==> config.mk <==
export PLATFORM = sky130hd
export DESIGN_NAME = iic_eeprom_slave
export DESIGN_NICKNAME = d
export VERILOG_FILES = /design/src/rtl/iic_eeprom_slave_pkg.sv /design/src/rtl/iic_eeprom_slave_bus_sync.sv /design/src/rtl/iic_eeprom_slave.sv
export SDC_FILE = /design/constraint.sdc
export NUM_CORES = 1
export LEC_CHECK = 0
export CORE_MARGIN = 8
export CORE_UTILIZATION = 30
export DETAILED_ROUTE_END_ITERATION = 16
export PLACE_DENSITY_LB_ADDON = 0.08
export RECOVER_POWER = 50
export SKIP_CTS_REPAIR_TIMING = 1
export SYNTH_ARGS = -nofsm -noshare
export SYNTH_HDL_FRONTEND = slang
export SYNTH_SLANG_ARGS = --single-unit
==> constraint.sdc <==
create_clock -name clk -period 2.7 [get_ports clk]
set_input_delay 0.54 -clock clk [delete_from_list [all_inputs] [get_ports clk]]
set_output_delay 0.54 -clock clk [all_outputs]
set_load 0.005 [all_outputs]
==> src/rtl/iic_eeprom_slave_pkg.sv <==
`default_nettype none
// ============================================================================
// Module   : iic_eeprom_slave_pkg
// Brief    : Shared FSM states, bus event codes and page helpers
// Revision : 1.0
// ============================================================================
package iic_eeprom_slave_pkg;

    typedef enum logic [3:0] {
        ST_IDLE    = 4'd0,
        ST_DEV     = 4'd1,
        ST_DEV_ACK = 4'd2,
        ST_AHI     = 4'd3,
        ST_AHI_ACK = 4'd4,
        ST_ALO     = 4'd5,
        ST_ALO_ACK = 4'd6,
        ST_WDATA   = 4'd7,
        ST_WACK    = 4'd8,
        ST_RDATA   = 4'd9,
        ST_RACK    = 4'd10
    } iic_state_e;

    typedef enum logic [1:0] {
        EV_NONE  = 2'd0,
        EV_START = 2'd1,
        EV_STOP  = 2'd2
    } bus_event_e;

    // PAGE_MASK = PAGE_SIZE - 1; PAGE_SIZE is a power of two
    function automatic int page_mask(input int page_size);
        return page_size - 1;
    endfunction

endpackage
`default_nettype wire

==> src/rtl/iic_eeprom_slave_bus_sync.sv <==
`default_nettype none
// ============================================================================
// Module   : iic_bus_sync
// Brief    : SCL/SDA synchronizers with registered edge / START / STOP pulses
// Revision : 1.0
// ============================================================================
module iic_bus_sync (
    input  logic clk,
    input  logic rst_n,
    input  logic scl_in,
    input  logic sda_in,
    output logic sda,
    output logic scl_rise,
    output logic scl_fall,
    output logic start_det,
    output logic stop_det
);

    // [1:0] form the synchronizer, [2] is the previous synced value
    logic [2:0] scl_pipe_q, scl_pipe_d;
    logic [2:0] sda_pipe_q, sda_pipe_d;
    logic       scl_rise_q, scl_rise_d;
    logic       scl_fall_q, scl_fall_d;
    logic       start_q, start_d;
    logic       stop_q, stop_d;

    always_comb begin
        scl_pipe_d = {scl_pipe_q[1:0], scl_in};
        sda_pipe_d = {sda_pipe_q[1:0], sda_in};
        scl_rise_d = scl_pipe_q[1] & ~scl_pipe_q[2];
        scl_fall_d = ~scl_pipe_q[1] & scl_pipe_q[2];
        start_d    = scl_pipe_q[1] & scl_pipe_q[2] & ~sda_pipe_q[1] & sda_pipe_q[2];
        stop_d     = scl_pipe_q[1] & scl_pipe_q[2] & sda_pipe_q[1] & ~sda_pipe_q[2];
    end

    always_ff @(posedge clk or negedge rst_n) begin
        if (!rst_n) begin
            scl_pipe_q <= 3'b111;
            sda_pipe_q <= 3'b111;
            scl_rise_q <= 1'b0;
            scl_fall_q <= 1'b0;
            start_q    <= 1'b0;
            stop_q     <= 1'b0;
        end else begin
            scl_pipe_q <= scl_pipe_d;
            sda_pipe_q <= sda_pipe_d;
            scl_rise_q <= scl_rise_d;
            scl_fall_q <= scl_fall_d;
            start_q    <= start_d;
            stop_q     <= stop_d;
        end
    end

    // delayed tap lines up with the registered pulses
    assign sda       = sda_pipe_q[2];
    assign scl_rise  = scl_rise_q;
    assign scl_fall  = scl_fall_q;
    assign start_det = start_q;
    assign stop_det  = stop_q;

endmodule
`default_nettype wire

==> src/rtl/iic_eeprom_slave.sv <==
`default_nettype none
// ============================================================================
// Module   : iic_eeprom_slave
// Brief    : I2C target emulating a 24Cxx EEPROM against an external byte memory
// Revision : 1.0
// ============================================================================
module iic_eeprom_slave
    import iic_eeprom_slave_pkg::*;
#(
    parameter int         SYS_CLK_FRE   = 50,
    parameter logic [6:0] DEV_ADDR      = 7'b1010000,
    parameter int         REG_ADDR_SIZE = 2,
    parameter int         MEM_ADDR_W    = 12,
    parameter int         PAGE_SIZE     = 32
) (
    input  logic                  clk,
    input  logic                  rst_n,
    input  logic                  iic_scl,
    input  logic                  iic_sda_in,
    output logic                  iic_sda_out,
    output logic                  iic_sda_out_en,
    output logic [MEM_ADDR_W-1:0] mem_addr,
    output logic                  mem_wr,
    output logic [7:0]            mem_wdata,
    output logic                  mem_rd,
    input  logic [7:0]            mem_rdata,
    output logic                  busy
);

    localparam logic [MEM_ADDR_W-1:0] PAGE_MASK = MEM_ADDR_W'(page_mask(PAGE_SIZE));

    logic       sda_s, scl_rise, scl_fall, start_det, stop_det;
    bus_event_e bus_ev;
    logic [15:0] word_addr;

    iic_state_e            state_q, state_d;
    logic [3:0]            bit_cnt_q, bit_cnt_d;
    logic [7:0]            shift_q, shift_d;
    logic [7:0]            addr_hi_q, addr_hi_d;
    logic                  rw_q, rw_d;
    logic [MEM_ADDR_W-1:0] ptr_q, ptr_d;
    logic                  sda_en_q, sda_en_d;
    logic                  mem_wr_q, mem_wr_d;
    logic [7:0]            mem_wdata_q, mem_wdata_d;
    logic                  mem_rd_q, mem_rd_d;
    logic                  rd_pend_q, rd_pend_d;
    logic                  busy_q, busy_d;

    iic_bus_sync u_bus_sync (
        .clk       (clk),
        .rst_n     (rst_n),
        .scl_in    (iic_scl),
        .sda_in    (iic_sda_in),
        .sda       (sda_s),
        .scl_rise  (scl_rise),
        .scl_fall  (scl_fall),
        .start_det (start_det),
        .stop_det  (stop_det)
    );

    always_comb begin
        bus_ev = EV_NONE;
        if (stop_det) begin
            bus_ev = EV_STOP;
        end else if (start_det) begin
            bus_ev = EV_START;
        end
    end

    assign word_addr = (REG_ADDR_SIZE == 2) ? {addr_hi_q, shift_q} : {8'h00, shift_q};

    always_comb begin
        state_d     = state_q;
        bit_cnt_d   = bit_cnt_q;
        shift_d     = shift_q;
        addr_hi_d   = addr_hi_q;
        rw_d        = rw_q;
        ptr_d       = ptr_q;
        sda_en_d    = sda_en_q;
        mem_wr_d    = 1'b0;
        mem_wdata_d = mem_wdata_q;
        mem_rd_d    = 1'b0;
        rd_pend_d   = mem_rd_q;
        busy_d      = busy_q;

        // write pointer advances the cycle after the strobe, wrapping inside the page
        if (mem_wr_q) begin
            ptr_d = (ptr_q & ~PAGE_MASK) | ((ptr_q + MEM_ADDR_W'(1)) & PAGE_MASK);
        end
        if (rd_pend_q) begin
            shift_d = mem_rdata;
        end

        case (bus_ev)
            EV_STOP: begin
                state_d   = ST_IDLE;
                sda_en_d  = 1'b0;
                bit_cnt_d = 4'd0;
                busy_d    = 1'b0;
            end
            EV_START: begin
                state_d   = ST_DEV;
                sda_en_d  = 1'b0;
                bit_cnt_d = 4'd0;
            end
            default: begin
                case (state_q)
                    ST_DEV, ST_AHI, ST_ALO, ST_WDATA: begin
                        if (scl_rise) begin
                            shift_d   = {shift_q[6:0], sda_s};
                            bit_cnt_d = bit_cnt_q + 4'd1;
                            if (state_q == ST_WDATA && bit_cnt_q == 4'd7) begin
                                mem_wr_d    = 1'b1;
                                mem_wdata_d = {shift_q[6:0], sda_s};
                            end
                        end else if (scl_fall && bit_cnt_q == 4'd8) begin
                            bit_cnt_d = 4'd0;
                            sda_en_d  = 1'b1;
                            case (state_q)
                                ST_DEV: begin
                                    if (shift_q[7:1] == DEV_ADDR) begin
                                        state_d = ST_DEV_ACK;
                                        rw_d    = shift_q[0];
                                        busy_d  = 1'b1;
                                    end else begin
                                        state_d  = ST_IDLE;
                                        sda_en_d = 1'b0;
                                        busy_d   = 1'b0;
                                    end
                                end
                                ST_AHI: begin
                                    addr_hi_d = shift_q;
                                    state_d   = ST_AHI_ACK;
                                end
                                ST_ALO: begin
                                    ptr_d   = MEM_ADDR_W'(word_addr);
                                    state_d = ST_ALO_ACK;
                                end
                                default: state_d = ST_WACK;
                            endcase
                        end
                    end
                    ST_DEV_ACK, ST_AHI_ACK, ST_ALO_ACK, ST_WACK: begin
                        // bit_cnt=1 marks that the ACK clock has been seen high
                        if (scl_rise) begin
                            bit_cnt_d = 4'd1;
                            if (state_q == ST_DEV_ACK && rw_q) begin
                                mem_rd_d = 1'b1;
                            end
                        end else if (scl_fall && bit_cnt_q == 4'd1) begin
                            bit_cnt_d = 4'd0;
                            sda_en_d  = 1'b0;
                            case (state_q)
                                ST_DEV_ACK: begin
                                    if (rw_q) begin
                                        state_d  = ST_RDATA;
                                        sda_en_d = ~shift_q[7];
                                    end else if (REG_ADDR_SIZE == 2) begin
                                        state_d = ST_AHI;
                                    end else begin
                                        state_d = ST_ALO;
                                    end
                                end
                                ST_AHI_ACK: state_d = ST_ALO;
                                default:    state_d = ST_WDATA;
                            endcase
                        end
                    end
                    ST_RDATA: begin
                        if (scl_rise) begin
                            bit_cnt_d = bit_cnt_q + 4'd1;
                        end else if (scl_fall && bit_cnt_q != 4'd0) begin
                            if (bit_cnt_q == 4'd8) begin
                                state_d   = ST_RACK;
                                sda_en_d  = 1'b0;
                                bit_cnt_d = 4'd0;
                            end else begin
                                shift_d  = {shift_q[6:0], 1'b0};
                                sda_en_d = ~shift_q[6];
                            end
                        end
                    end
                    ST_RACK: begin
                        if (scl_rise) begin
                            if (sda_s) begin
                                state_d   = ST_IDLE;
                                busy_d    = 1'b0;
                                bit_cnt_d = 4'd0;
                            end else begin
                                bit_cnt_d = 4'd1;
                                ptr_d     = ptr_q + MEM_ADDR_W'(1);
                                mem_rd_d  = 1'b1;
                            end
                        end else if (scl_fall && bit_cnt_q == 4'd1) begin
                            state_d   = ST_RDATA;
                            bit_cnt_d = 4'd0;
                            sda_en_d  = ~shift_q[7];
                        end
                    end
                    default: state_d = ST_IDLE;
                endcase
            end
        endcase
    end

    always_ff @(posedge clk or negedge rst_n) begin
        if (!rst_n) begin
            state_q     <= ST_IDLE;
            bit_cnt_q   <= 4'd0;
            shift_q     <= 8'h00;
            addr_hi_q   <= 8'h00;
            rw_q        <= 1'b0;
            ptr_q       <= '0;
            sda_en_q    <= 1'b0;
            mem_wr_q    <= 1'b0;
            mem_wdata_q <= 8'h00;
            mem_rd_q    <= 1'b0;
            rd_pend_q   <= 1'b0;
            busy_q      <= 1'b0;
        end else begin
            state_q     <= state_d;
            bit_cnt_q   <= bit_cnt_d;
            shift_q     <= shift_d;
            addr_hi_q   <= addr_hi_d;
            rw_q        <= rw_d;
            ptr_q       <= ptr_d;
            sda_en_q    <= sda_en_d;
            mem_wr_q    <= mem_wr_d;
            mem_wdata_q <= mem_wdata_d;
            mem_rd_q    <= mem_rd_d;
            rd_pend_q   <= rd_pend_d;
            busy_q      <= busy_d;
        end
    end

    assign iic_sda_out    = 1'b0;
    assign iic_sda_out_en = sda_en_q;
    assign mem_addr       = ptr_q;
    assign mem_wr         = mem_wr_q;
    assign mem_wdata      = mem_wdata_q;
    assign mem_rd         = mem_rd_q;
    assign busy           = busy_q;

endmodule
`default_nettype wire
# Yosys cells after proc, flatten, opt, wreduce, memory -nomap -nowiden
# Cells that the tools add are included.
[op_classes] n_addsub=2 eq_ne=41 muxes=76 bitwise=17 n_reduce_logical=18
[ops] op="two-way mux 12 bit" n=7
[ops] op="two-way mux 4 bit" n=20
[ops] op="two-way mux 8 bit" n=6
[ops] op="!= test 3 bit, second input constant" n=11
[ops] op="case mux 4 bit (4 select lines)" n=2
[ops] op="two-way mux 1 bit" n=30
[ops] op="!= test 4 bit, second input constant" n=7
[ops] op="case mux 12 bit (2 select lines)" n=1
[ops] op="equality test 4 x 3 -> 1 bit, second input constant" n=5
[ops] op="AND reduction 9 bit" n=2
[ops] op="equality test 4 bit, second input constant" n=4
[ops] op="case mux 4 bit (2 select lines)" n=2
[ops] op="case mux 8 bit (2 select lines)" n=1
[ops] op="adder 12 x 1 -> 12 bit, second input constant" n=1
[ops] op="!= test 4 x 3 -> 1 bit, second input constant" n=3
[ops] op="bitwise OR 12 x 5 -> 12 bit" n=1
[ops] op="case mux 4 bit (3 select lines)" n=1
[ops] op="inverter 1 bit" n=9
[ops] op="equality test 4 x 1 -> 1 bit, second input constant" n=2
[ops] op="equality test 4 x 2 -> 1 bit, second input constant" n=2
[ops] op="AND reduction 4 bit" n=2
[ops] op="OR reduction 4 bit" n=2
[ops] op="bitwise AND 1 bit" n=7
[ops] op="equality test 7 bit, second input constant" n=1
[ops] op="other kinds (17)" n=25
[word_totals] ff_bits=56 out_inout_bits=25 wordCells=172

# Logic depth before layout (Yosys ltp)
# Gate-level depths: netlist of the first run.
[logic_depth] word_depth=8 ltp_mapped=8

# Hierarchy
# From an unflattened synthesis of the first run, not the netlist that was laid out.
[unflattened] hier_cells=342 area_unflattened_um2=3259.4
[by_module_without_submodules] module="iic_eeprom_slave" instances=1 cells_per_inst=328 area_each_um2=2966.6 seq_area_each_um2=1151.1
[by_module_without_submodules] module="iic_bus_sync" instances=1 cells_per_inst=14 area_each_um2=292.8 seq_area_each_um2=257.7

# Worst setup path before layout of the first run
# No wires, ideal clock.
[synth_path] path_kind="reg2reg" from="register bit_cnt_q[0]" to="register state_q[1]" setup_ns=0.128 arrival_ns=1.735 setup_slack_ns=0.837 path_stages_with_launch=8 path_buffers=0 cell_sequence="dfrtp_1 inv_1 ha_1 nor3b_1 o32a_1 a22oi_1 o21ai_2 mux2_1"
[synth_via] elab_chain_cells=4 word_cells_on_any_way=12 classes_between="eq/ne (7); reduce/logical (5)"
[synth_rtl] item="start, declared" line_no="iic_eeprom_slave.sv:37" rtl="logic [3:0] bit_cnt_q, bit_cnt_d;"
[synth_rtl] item="start signal, assigned" line_no="iic_eeprom_slave.sv:222" rtl="bit_cnt_q <= bit_cnt_d;"
[synth_rtl] item="equality test 4 x 1 -> 1 bit (tied with other cells)" line_no="iic_eeprom_slave.sv:150, iic_eeprom_slave.sv:194"
[synth_rtl] item="logical AND 1 bit, on equally long branches"
[synth_rtl] item="!= test 5 x 2 -> 1 bit (no source line) / != test 4 bit (equally long branches)"
[synth_rtl] item="AND reduction 9 bit (no source line) *"
[synth_rtl] item="end signal, assigned" line_no="iic_eeprom_slave.sv:221" rtl="state_q <= state_d;"
[synth_rtl] item="end, declared" line_no="iic_eeprom_slave.sv:36" rtl="iic_state_e state_q, state_d;"
# Mark *: on every way between the ends. The rest lies on a longest branch, timed or not.
# A chain may end at the register's enable or synchronous reset.

# Final worst setup path of the first run
[layout_path] from="register state_q[0]" to="register ptr_q[8] (netlist: mem_addr[8])"
[layout_via] elab_chain_cells=6 word_cells_on_any_way=11 classes_between="eq/ne (5); mux (5); reduce/logical (1)"
[layout_rtl] item="equality test 4 x 3 -> 1 bit" line_no="iic_eeprom_slave.sv:107, iic_eeprom_slave.sv:119"
[layout_rtl] item="two-way mux 12 bit" line_no="iic_eeprom_slave.sv:119" rtl="case (state_q)"
[layout_rtl] item="two-way mux 12 bit" line_no="iic_eeprom_slave.sv:116" rtl="end else if (scl_fall && bit_cnt_q == 4'd8) begin"
[layout_rtl] item="two-way mux 12 bit" line_no="iic_eeprom_slave.sv:109" rtl="if (scl_rise) begin"
[layout_rtl] item="case mux 12 bit (2 select lines) *" line_no="iic_eeprom_slave.sv:107" rtl="case (state_q)"
[layout_rtl] item="two-way mux 12 bit *" line_no="iic_eeprom_slave.sv:94" rtl="case (bus_ev)"
[layout_rtl] item="end signal, assigned" line_no="iic_eeprom_slave.sv:226" rtl="ptr_q <= ptr_d;"
[layout_rtl] item="end, declared" line_no="iic_eeprom_slave.sv:41" rtl="logic [MEM_ADDR_W-1:0] ptr_q, ptr_d;"
# Marked as above.

==> results.txt, run 1 <==
Crit path max fanout - 20
Max-slew headroom - 13.1%
Bufs and invs on worst path - 0
Cell Pwr Density - 410 nW/um^2
Core Area - 10,700 sq um
Avg Vias per Cell - 5.30
Die area - 14,500 sq um
Gpl congestion - 0.864
Family with the most delay on the worst path - simple AND/OR/NAND/NOR gates
IO Port Bufs - 35
CTS Sinks - 56
Power, Total - 1.57 mW
Average wire per standard cell - 17.9 um
Critical Path Source - state_q[0]
Largest net degree at the start of global routing - 26
Fin crit period - 2270 ps
Initial antenna violation count - 0
Cells on worst reg2reg path - 4
Fmax achieved - 0.441 GHz
Synth Register Bits - 56
Most frequent cells in the layout - dfrtp_1 (50), clkdlybuf4s50_1 (32), nor2_1 (24), o21ai_0 (24), nand2_1 (23)
Synthesized Nets - 358
DR pass1 iterations - 5
Post-Synth XOR/XNOR Area - 1.87%
Die height - 121 um
Final HPWL DP - 6760 um
Reg-to-reg setup timing slack - 430 ps
Hold Fails Final Rpt - 0
Delay of the slowest critical-path stage - 710 ps
Mapped cell area - 3280 sq um
Commonest non-fill, non-tap cell in the layout - dfrtp_1
Fin Hold WS - 367 ps
Final TNS setup - 0 ps
Post-synthesis mux area share - 10.6%
Residual DRC count - 0
CTS max path bufs - 2
Worst-path clk slew - 100 ps
DR iter-0 viols - 164
RSZ-0062 raised after global routing - false
TritonCTS Buffers - 5
Post-DRT Antenna Nets - 0
Vias - 2,705
Final WS setup - 433 ps
Pleak - 1.55 nW
Syn Inst Count - 342
Ant. Diodes - 0
Met1 Use GR - 18.3%
Global-route wire length before repair - 15,100 um
Hold Crit Class - flip-flop to flip-flop
Fin cells - 510
Slew @ Worst Pin - 1300 ps
Clk_skew - 10.7 ps
CP Class - flip-flop to flip-flop
Fin crit share - 84.0%
Die Wd - 121 um
Capture point of the worst reg-to-reg path - mem_addr[8]
Post-Synth Adder-Cell Area - 1.53%
GRT overflow - 0
Largest family of logic cells by synthesized area - simple AND/OR/NAND/NOR gates
Final wirelength - 9150 um
Clock Latency Late Sink - 320 ps
Critical path capture point type - flip-flop
CP arrival - 2470 ps
Row count - 38
Ys async rst share - 100%
Post-synth top flop - dfrtp_1
Dpl cells - 502
Fillers - 1,123
Worst r2r src - state_q[0]
Worst IR Drop VDD - 0.226 mV
Critical Path Start Type - flip-flop
Setup Viol. Count Final - 0
Status - completed
Nets@finish - 385
Met3 usage - 2.42%
Post-synthesis sequential area ratio - 42.9%
CTS tree - yes
Clk root buf - clkbuf_8
Vias in the first global route - 2,685
Number of cells on the worst hold path - 0
CP max-delay cell - dfrtp_1
Compound-Gate Fraction of Synth Area - 17.6%
GRT met2 Usage - 19.2%
Share of layout cells above drive strength 1 - 11.6%
Pre-CTS setup slack - 438 ps
IO Pins - 37
# Max-Cap Violations - 0
Busiest grt layer - met2
Syn Area/Cell - 9.59 sq um
CP Cell Sequence - nor4bb_1 > and3_1 > o21ai_2 > a221o_1
Htree depth - 2
Initial Util - 30.5%
Ys Warns - 0
CP required - 2910 ps
Area Overhead vs Synth - 16.9%
Worst Hold End - u_bus_sync.scl_pipe_q[1]
Total GRT Usage - 12.9%
Final Max Slew Viols - 0
Synth unique cells - 65
Hold_sp - u_bus_sync.scl_pipe_q[0]
EDFF count, synth - 0
Post-Synth Simple-Gate Area - 20.7%
## state kept, by name (all words and copies together) (netlist names)
register	flops
mem_wdata	8
state_q	4
mem_wr	1
shift_q	8
u_bus_sync.sda_pipe_q	3
bit_cnt_q	4
u_bus_sync.stop_det	1
mem_addr	12
rw_q	1
mem_rd	1
iic_sda_out_en	1
busy	1
addr_hi_q	4
u_bus_sync.scl_pipe_q	3
u_bus_sync.start_det	1
u_bus_sync.scl_rise	1
u_bus_sync.scl_fall	1
rd_pend_q	1
## logic make-up (layout without fill, tap and decap cells)
group	count (synthesis)	in the layout
AND/OR/NAND/NOR	117	117
AO/OA/AOI/OAI	90	90
flip-flops	56	56
buffers and inverters	35	63
multiplexers	32	32
XOR/XNOR	7	7
adder cells (fa/ha/maj)	4	4
other	1	1
## cell usage after synthesis (all sizes together) (6+ instances only)
master  count  area [sq um]
a21oi      22           110
buf        12          65.1
inv        11          41.3
nand3       8          45.0
mux2       19           218
mux2i      13           130
nor3        9          56.3
nor2       25           101
nand2      23          86.3
o21ai      31           166
dfstp       6           158
clkbuf     12          45.0
dfrtp      50          1250
a22oi       7          52.6
nand2b      6          37.5
## worst register-to-register path, cell delays in order, from the launching register on
cell	delay, ps
dfrtp_1	710
nor4bb_1	420
and3_1	460
o21ai_2	200
a221o_1	380
## where the power goes
part           internal [mW]  total (mW)  switching (mW)
combinational         0.0598       0.132          0.0723
sequential             0.881       0.960          0.0794
clock                  0.186       0.482           0.296
total                   1.13        1.57           0.447
## routing by layer
layer / share of wire (%) / up-vias
li1: - / 1309
met1: 51 / 1322
met3: 4.9 / 9
met5: 0 / -
met4: 1.5 / 0
met2: 43 / 65
## final cells by class
| type | instances | area, sq um | share of cell area (%) |
|---|---|---|---|
| clock buffers | 6 | 72.6 | 1.89 |
| clock inverters | 2 | 13.8 | 0.359 |
| well taps | 140 | 175 | 4.57 |
| repair buffers | 44 | 404 | 10.5 |
| flip-flops and latches | 56 | 1410 | 36.7 |
| inverters | 11 | 41.3 | 1.08 |
| multi-input cells | 251 | 1720 | 44.8 |
## how the worst max path moves through the flow
stage	endpoint	depth (start not counted)
floorplan	state_q[1]	7
global placement	mem_addr[6]	4
detailed placement	mem_addr[6]	4
CTS	mem_addr[6]	4
global route	mem_addr[9]	2
finish	mem_addr[8]	4
## per-stage QoR
step                util (%)  area, sq um
floorplan                  -         3280
finish                  35.7         3840
global placement        35.0         3760
detailed placement      35.0         3760
global route            35.7         3840
CTS                     35.8         3840
Note: power is estimated with default switching activity, not from simulation.
==> run 2, diff against run 1 <==
==> constraint.sdc (replaced) <==
create_clock -name clk -period 2.1 [get_ports clk]
set_input_delay 0.42 -clock clk [delete_from_list [all_inputs] [get_ports clk]]
set_output_delay 0.42 -clock clk [all_outputs]
set_load 0.005 [all_outputs]
==> run 2 against run 1 <==
Net effect:
- die area unchanged
- critical path depth grew 3
- sequential power increased by 23%
- clock-buffer cell count rose by 1
- register-to-register slack got worse by 340 ps
- non-clock buffer count rose by 21
- clock skew rose by 1.6 ps
- wire length increased by 2.2%
- worst hold slack improved by 1.6 ps
- critical path type unchanged
- critical endpoint is now state_q[3]
==> results.txt, run 2 (synthesis results as in run 1) <==
Status - completed
Power, Total - 2.07 mW (+32%)
Ant. Diodes - 0 (unchanged)
Cell Pwr Density - 517 nW/um^2 (+26%)
Residual DRC count - 0 (unchanged)
Initial antenna violation count - 0 (unchanged)
Post-route cell area - 4000 sq um (+4.4%)
Nets@finish - 406 (+5.5%)
FF/Latch Area - 1410 sq um (unchanged)
Vias - 2,785 (+3.0%)
Routed wl met3 - 542 um (+22%)
Final Max Slew Viols - 0 (unchanged)
Commonest non-fill, non-tap cell in the layout - dfrtp_1
Clk root buf - clkbuf_8
CTS max path bufs - 2 (unchanged)
Fin cells - 531 (+4.1%)
TritonCTS Buffers - 5 (unchanged)
Initial Util - 30.5% (unchanged)
Total GRT Usage - 13.2% (+0.24 points)
Pre-CTS setup slack - 68.7 ps (-370 ps)
Core Area - 10,700 sq um (unchanged)
Row count - 38 (unchanged)
Die height - 121 um (unchanged)
Critical Path Start Type - flip-flop
CP Class - flip-flop to flip-flop
Utilization after layout - 37.3% (+1.6 points)
Fillers - 1,106 (-1.5%)
Dpl cells - 522 (+4.0%)
RSZ-0062 raised after global routing - false
Pleak - 1.66 nW (+7.1%)
Die Wd - 121 um (unchanged)
Largest register FFs - 12 (unchanged)
Htree depth - 2 (unchanged)
Dpl cell area - 3920 sq um (+4.3%)
Fmax achieved - 0.497 GHz (+13%)
CP arrival - 2210 ps (-260 ps)
CTS tree - yes
Final wirelength - 9350 um (+2.2%)
Setup Viol. Count Final - 0 (unchanged)
Vias in the first global route - 2,907 (+8.3%)
Worst IR Drop VDD - 0.270 mV (+20%)
Gpl congestion - 0.899 (+4.1%)
Post-DRT Antenna Nets - 0 (unchanged)
IO Port Bufs - 35 (unchanged)
Largest net degree at the start of global routing - 57 (+120%)
CP required - 2300 ps (-610 ps)
Hold Crit Class - flip-flop to flip-flop
GRT overflow - 0 (unchanged)
Most frequent cells in the layout - dfrtp_1 (50), clkdlybuf4s50_1 (32), buf_4 (28)
IO Pins - 37 (unchanged)
Average wire per standard cell - 17.6 um (-1.9%)
DR pass1 iterations - 5 (unchanged)
WL met1 - 4560 um (-1.8%)
Area taken by multi-input logic gates - 1730 sq um (+0.51%)
Fin crit period - 2010 ps (-256 ps)
Die area - 14,500 sq um (unchanged)
Area Overhead vs Synth - 22.0%
Avg Vias per Cell - 5.24 (-1.1%)
Final TNS setup - 0 ps (unchanged)
Worst-path clk slew - 100 ps (about the same)
CTS Sinks - 56 (unchanged)
Max-slew headroom - 1.48% (-12 points)
Share of layout cells above drive strength 1 - 17.4% (+5.8 points)
DR top layer - met4
Critical path capture point type - flip-flop
Met2 Wirelength - 4110 um (+4.9%)
Fin Hold WS - 369 ps (+1.60 ps)
Clk_skew - 12.3 ps (+1.62 ps)
Slew @ Worst Pin - 1480 ps (+174 ps)
Final HPWL DP - 6810 um (+0.71%)
DR iter-0 viols - 147 (-10%)
# Max-Cap Violations - 0 (unchanged)
Hold Fails Final Rpt - 0 (unchanged)
Clock Latency Late Sink - 320 ps (about the same)
Global-route wire length before repair - 15,400 um (+2.4%)
Crit path max fanout - 4 (-80%)
Final WS setup - 89.4 ps (-344 ps)
Fin crit share - 95.7% (+12 points)
[run 2: per-layer routing]
layer	global-route usage [%]	up-vias
li1	-	1346
met1	18.1	1350
met2	20.5	79
met3	2.70	10
met4	3.75	0
met5	0	-
[run 2: layout make-up]
type                            instances  share of cell area [%]
Multi-Input combinational cell        251                    43.2
Sequential cell                        56                    35.2
Timing Repair Buffer                   65                    14.1
Tap cell                              140                    4.38
Clock buffer                            7                    1.91
Inverter                               11                    1.03
Clock inverter                          1                   0.219
[run 2: power by group]
group / internal (mW) / total (mW) / switching [mW]
registers: 1.13 / 1.18 / 0.0511
logic: 0.117 / 0.264 / 0.147
clock network: 0.243 / 0.623 / 0.381
[run 2: final timing paths]
kind / startpoint / to / slack (ps) / cells past startpoint
worst max-delay path: bit_cnt_q[0] / state_q[3] / 90 / 7
worst min-delay path: u_bus_sync.scl_pipe_q[0] / u_bus_sync.scl_pipe_q[1] / 370 / 0
worst max register to register: bit_cnt_q[0] / state_q[3] / 90 / 7
worst min register to register: u_bus_sync.scl_pipe_q[0] / u_bus_sync.scl_pipe_q[1] / 370 / 0
max in group asynchronous: rst_n / rw_q / 690 / 2
min in group asynchronous: rst_n / mem_addr[1] / 540 / 2
[run 2: critical path, cell delays in order, from the launching register on]
cell and delay [ps]:
dfrtp_1 420, buf_4 150, ha_1 180, and4bb_2 270, o21ai_1 140, a22oi_1 130
o21ai_2 260, mux2_2 370
==> run 3, diff against run 2 <==
--- a/config.mk
+++ b/config.mk
@@ -5,8 +5,8 @@
 export SDC_FILE = /design/constraint.sdc
 export NUM_CORES = 1
 export LEC_CHECK = 0
-export CORE_MARGIN = 8
 export CORE_UTILIZATION = 30
+export CTS_CLUSTER_SIZE = 20
 export DETAILED_ROUTE_END_ITERATION = 16
 export PLACE_DENSITY_LB_ADDON = 0.08
 export RECOVER_POWER = 50
==> run 3 against run 2 <==
Net effect:
- global-route usage grew 3.7 points
- sequential share of layout area up 0.23 points
- worst hold slack got worse by 99 ps
- worst setup slack improved by 29 ps
- sequential power about the same
- final cell count decreased by 1.3%
- combinational power is 7% lower
==> results.txt, run 3 (synthesis results as in run 1) <==
Cell Pwr Density - 520 nW/um^2 (+0.43%)
Critical path capture point type - flip-flop
Share of layout cells above drive strength 1 - 17.0% (-0.38 points)
Gpl congestion - 0.877 (-2.5%)
Final WS setup - 118 ps (+28.6 ps)
CTS Sinks - 56 (unchanged)
Row count - 37 (-2.6%)
Max-slew headroom - 27.8% (+26 points)
IO Pins - 37 (unchanged)
Fin crit share - 94.4% (-1.4 points)
Vias in the first global route - 2,818 (-3.1%)
Hold Fails Final Rpt - 0 (unchanged)
Average wire per standard cell - 17.3 um (-1.7%)
Sw Pwr - 585 uW (+1.2%)
Nets@finish - 403 (-0.74%)
Clk_skew - 7.56 ps (-4.73 ps)
Avg Vias per Cell - 5.41 (+3.2%)
Commonest non-fill, non-tap cell in the layout - dfrtp_1
Worst-path clk slew - 100 ps (about the same)
Die Wd - 107 um (-12%)
Global-route wire length before repair - 15,000 um (-2.6%)
Hold Crit Class - primary input to async pin
Die height - 107 um (-12%)
Die area - 11,400 sq um (-22%)
Internal Power - 1.48 mW (-0.76%)
Vias - 2,837 (+1.9%)
Final TNS setup - 0 ps (unchanged)
Clk root buf - clkbuf_8
Core Area - 10,500 sq um (-2.6%)
CTS max path bufs - 2 (unchanged)
Status - completed
Initial Util - 31.4% (+0.83 points)
CP Class - flip-flop to flip-flop
TritonCTS Buffers - 5 (unchanged)
Final Max Slew Viols - 0 (unchanged)
Area Overhead vs Synth - 21.2%
Total GRT Usage - 16.9% (+3.7 points)
Final HPWL DP - 6650 um (-2.2%)
DR iter-0 viols - 162 (+10%)
Clock share of power - 30.3% (+0.2 points)
Residual DRC count - 0 (unchanged)
Setup Viol. Count Final - 0 (unchanged)
Ant. Diodes - 0 (unchanged)
Post-DRT Antenna Nets - 0 (unchanged)
CP required - 2310 ps (about the same)
Slew @ Worst Pin - 1080 ps (-395 ps)
Sw Share - 28.3% (+0.39 points)
Htree depth - 2 (unchanged)
DR pass1 iterations - 4 (-1)
Utilization after layout - 38.0% (+0.76 points)
Pleak - 1.64 nW (-0.84%)
Final wirelength - 9060 um (-3.0%)
# Max-Cap Violations - 0 (unchanged)
GRT overflow - 0 (unchanged)
Pre-CTS setup slack - 38.4 ps (-30.3 ps)
Initial antenna violation count - 0 (unchanged)
Largest net degree at the start of global routing - 22 (-61%)
CTS tree - yes
Dpl cells - 515 (-1.3%)
CP arrival - 2190 ps (-20 ps)
Critical Path Start Type - flip-flop
Largest register FFs - 12 (unchanged)
RSZ-0062 raised after global routing - false
Crit path max fanout - 5 (+1)
Worst IR Drop VDD - 0.261 mV (-3.5%)
IO Port Bufs - 35 (unchanged)
Clock Latency Late Sink - 320 ps (about the same)
Fin crit period - 1980 ps (-28.6 ps)
Fin cells - 524 (-1.3%)
Most frequent cells in the layout - dfrtp_1 (50), clkdlybuf4s50_1 (32), nor2_1 (24), buf_4 (24)
Flop pwr share - 57.8% (+0.6 points)
Combinational power share - 11.9% (-0.8 points)
Fmax achieved - 0.505 GHz (+1.4%)
[run 3: changes by cell type in the layout (fill, tap and decap cells not counted), sizes merged]
| cell | delta |
|---|---|
| clkbuf | +1 |
| clkinv | +1 |
| buf | -5 |
[run 3: metal layers]
layer / routed length, um / global-route usage (%) / vias up
li1: - / - / 1341
met1: 4460 / 24.8 / 1416
met2: 4130 / 26.1 / 76
met3: 412 / 2.37 / 4
met4: 62 / 3.72 / 0
met5: 0 / 0 / -
[run 3: cell type report]
class / count / area (sq um)
clock inverter: 2 / 13.8
inverter: 11 / 41.3
sequential: 56 / 1410
fill: 1085 / 6480
timing repair buffer: 62 / 538
multi-input combinational: 251 / 1730
clock buffer: 6 / 72.6
tap: 136 / 170
[run 3: power by group through the flow]
stage	Combinational (mW)	Clock [mW]	Sequential, mW
final	0.245	0.627	1.19
after global routing	0.272	0.681	1.20
after CTS	0.254	0.655	1.20
after detailed placement	0.254	0	1.22
after global placement	0.254	0	1.22
after floorplan	0.101	0	1.20
[run 3: worst max-delay path: stages, from the launching register on]
cell and delay, ps:
dfrtp_1 430, inv_1 80, ha_1 230, nor3b_1 150
o32a_1 300, a22oi_2 240, o21ai_2 130, mux2_1 320
[run 3: metrics by stage]
| stage | hold slack (ps) | instance area (sq um) | power (mW) |
|---|---|---|---|
| 2_1_floorplan | 124 | 3280 | 1.30 |
| 3_3_place_gp | 348 | 3890 | 1.47 |
| 3_5_place_dp | 347 | 3890 | 1.47 |
| 4_1_cts | 65.7 | 3980 | 2.11 |
| 5_1_grt | 351 | 3980 | 2.16 |
| 6_report | 269 | 3980 | 2.07 |
[run 3: path summary, 6_finish.rpt]
check	startpoint	to	slack (ps)	depth (start not counted)
max in group asynchronous	rst_n	mem_addr[8]	730	2
max reg2reg	bit_cnt_q[0]	state_q[1]	120	7
min in group clk	u_bus_sync.scl_pipe_q[0]	u_bus_sync.scl_pipe_q[1]	370	0
min reg2reg	u_bus_sync.scl_pipe_q[0]	u_bus_sync.scl_pipe_q[1]	370	0
min	rst_n	bit_cnt_q[2]	270	1
max	bit_cnt_q[0]	state_q[1]	120	7
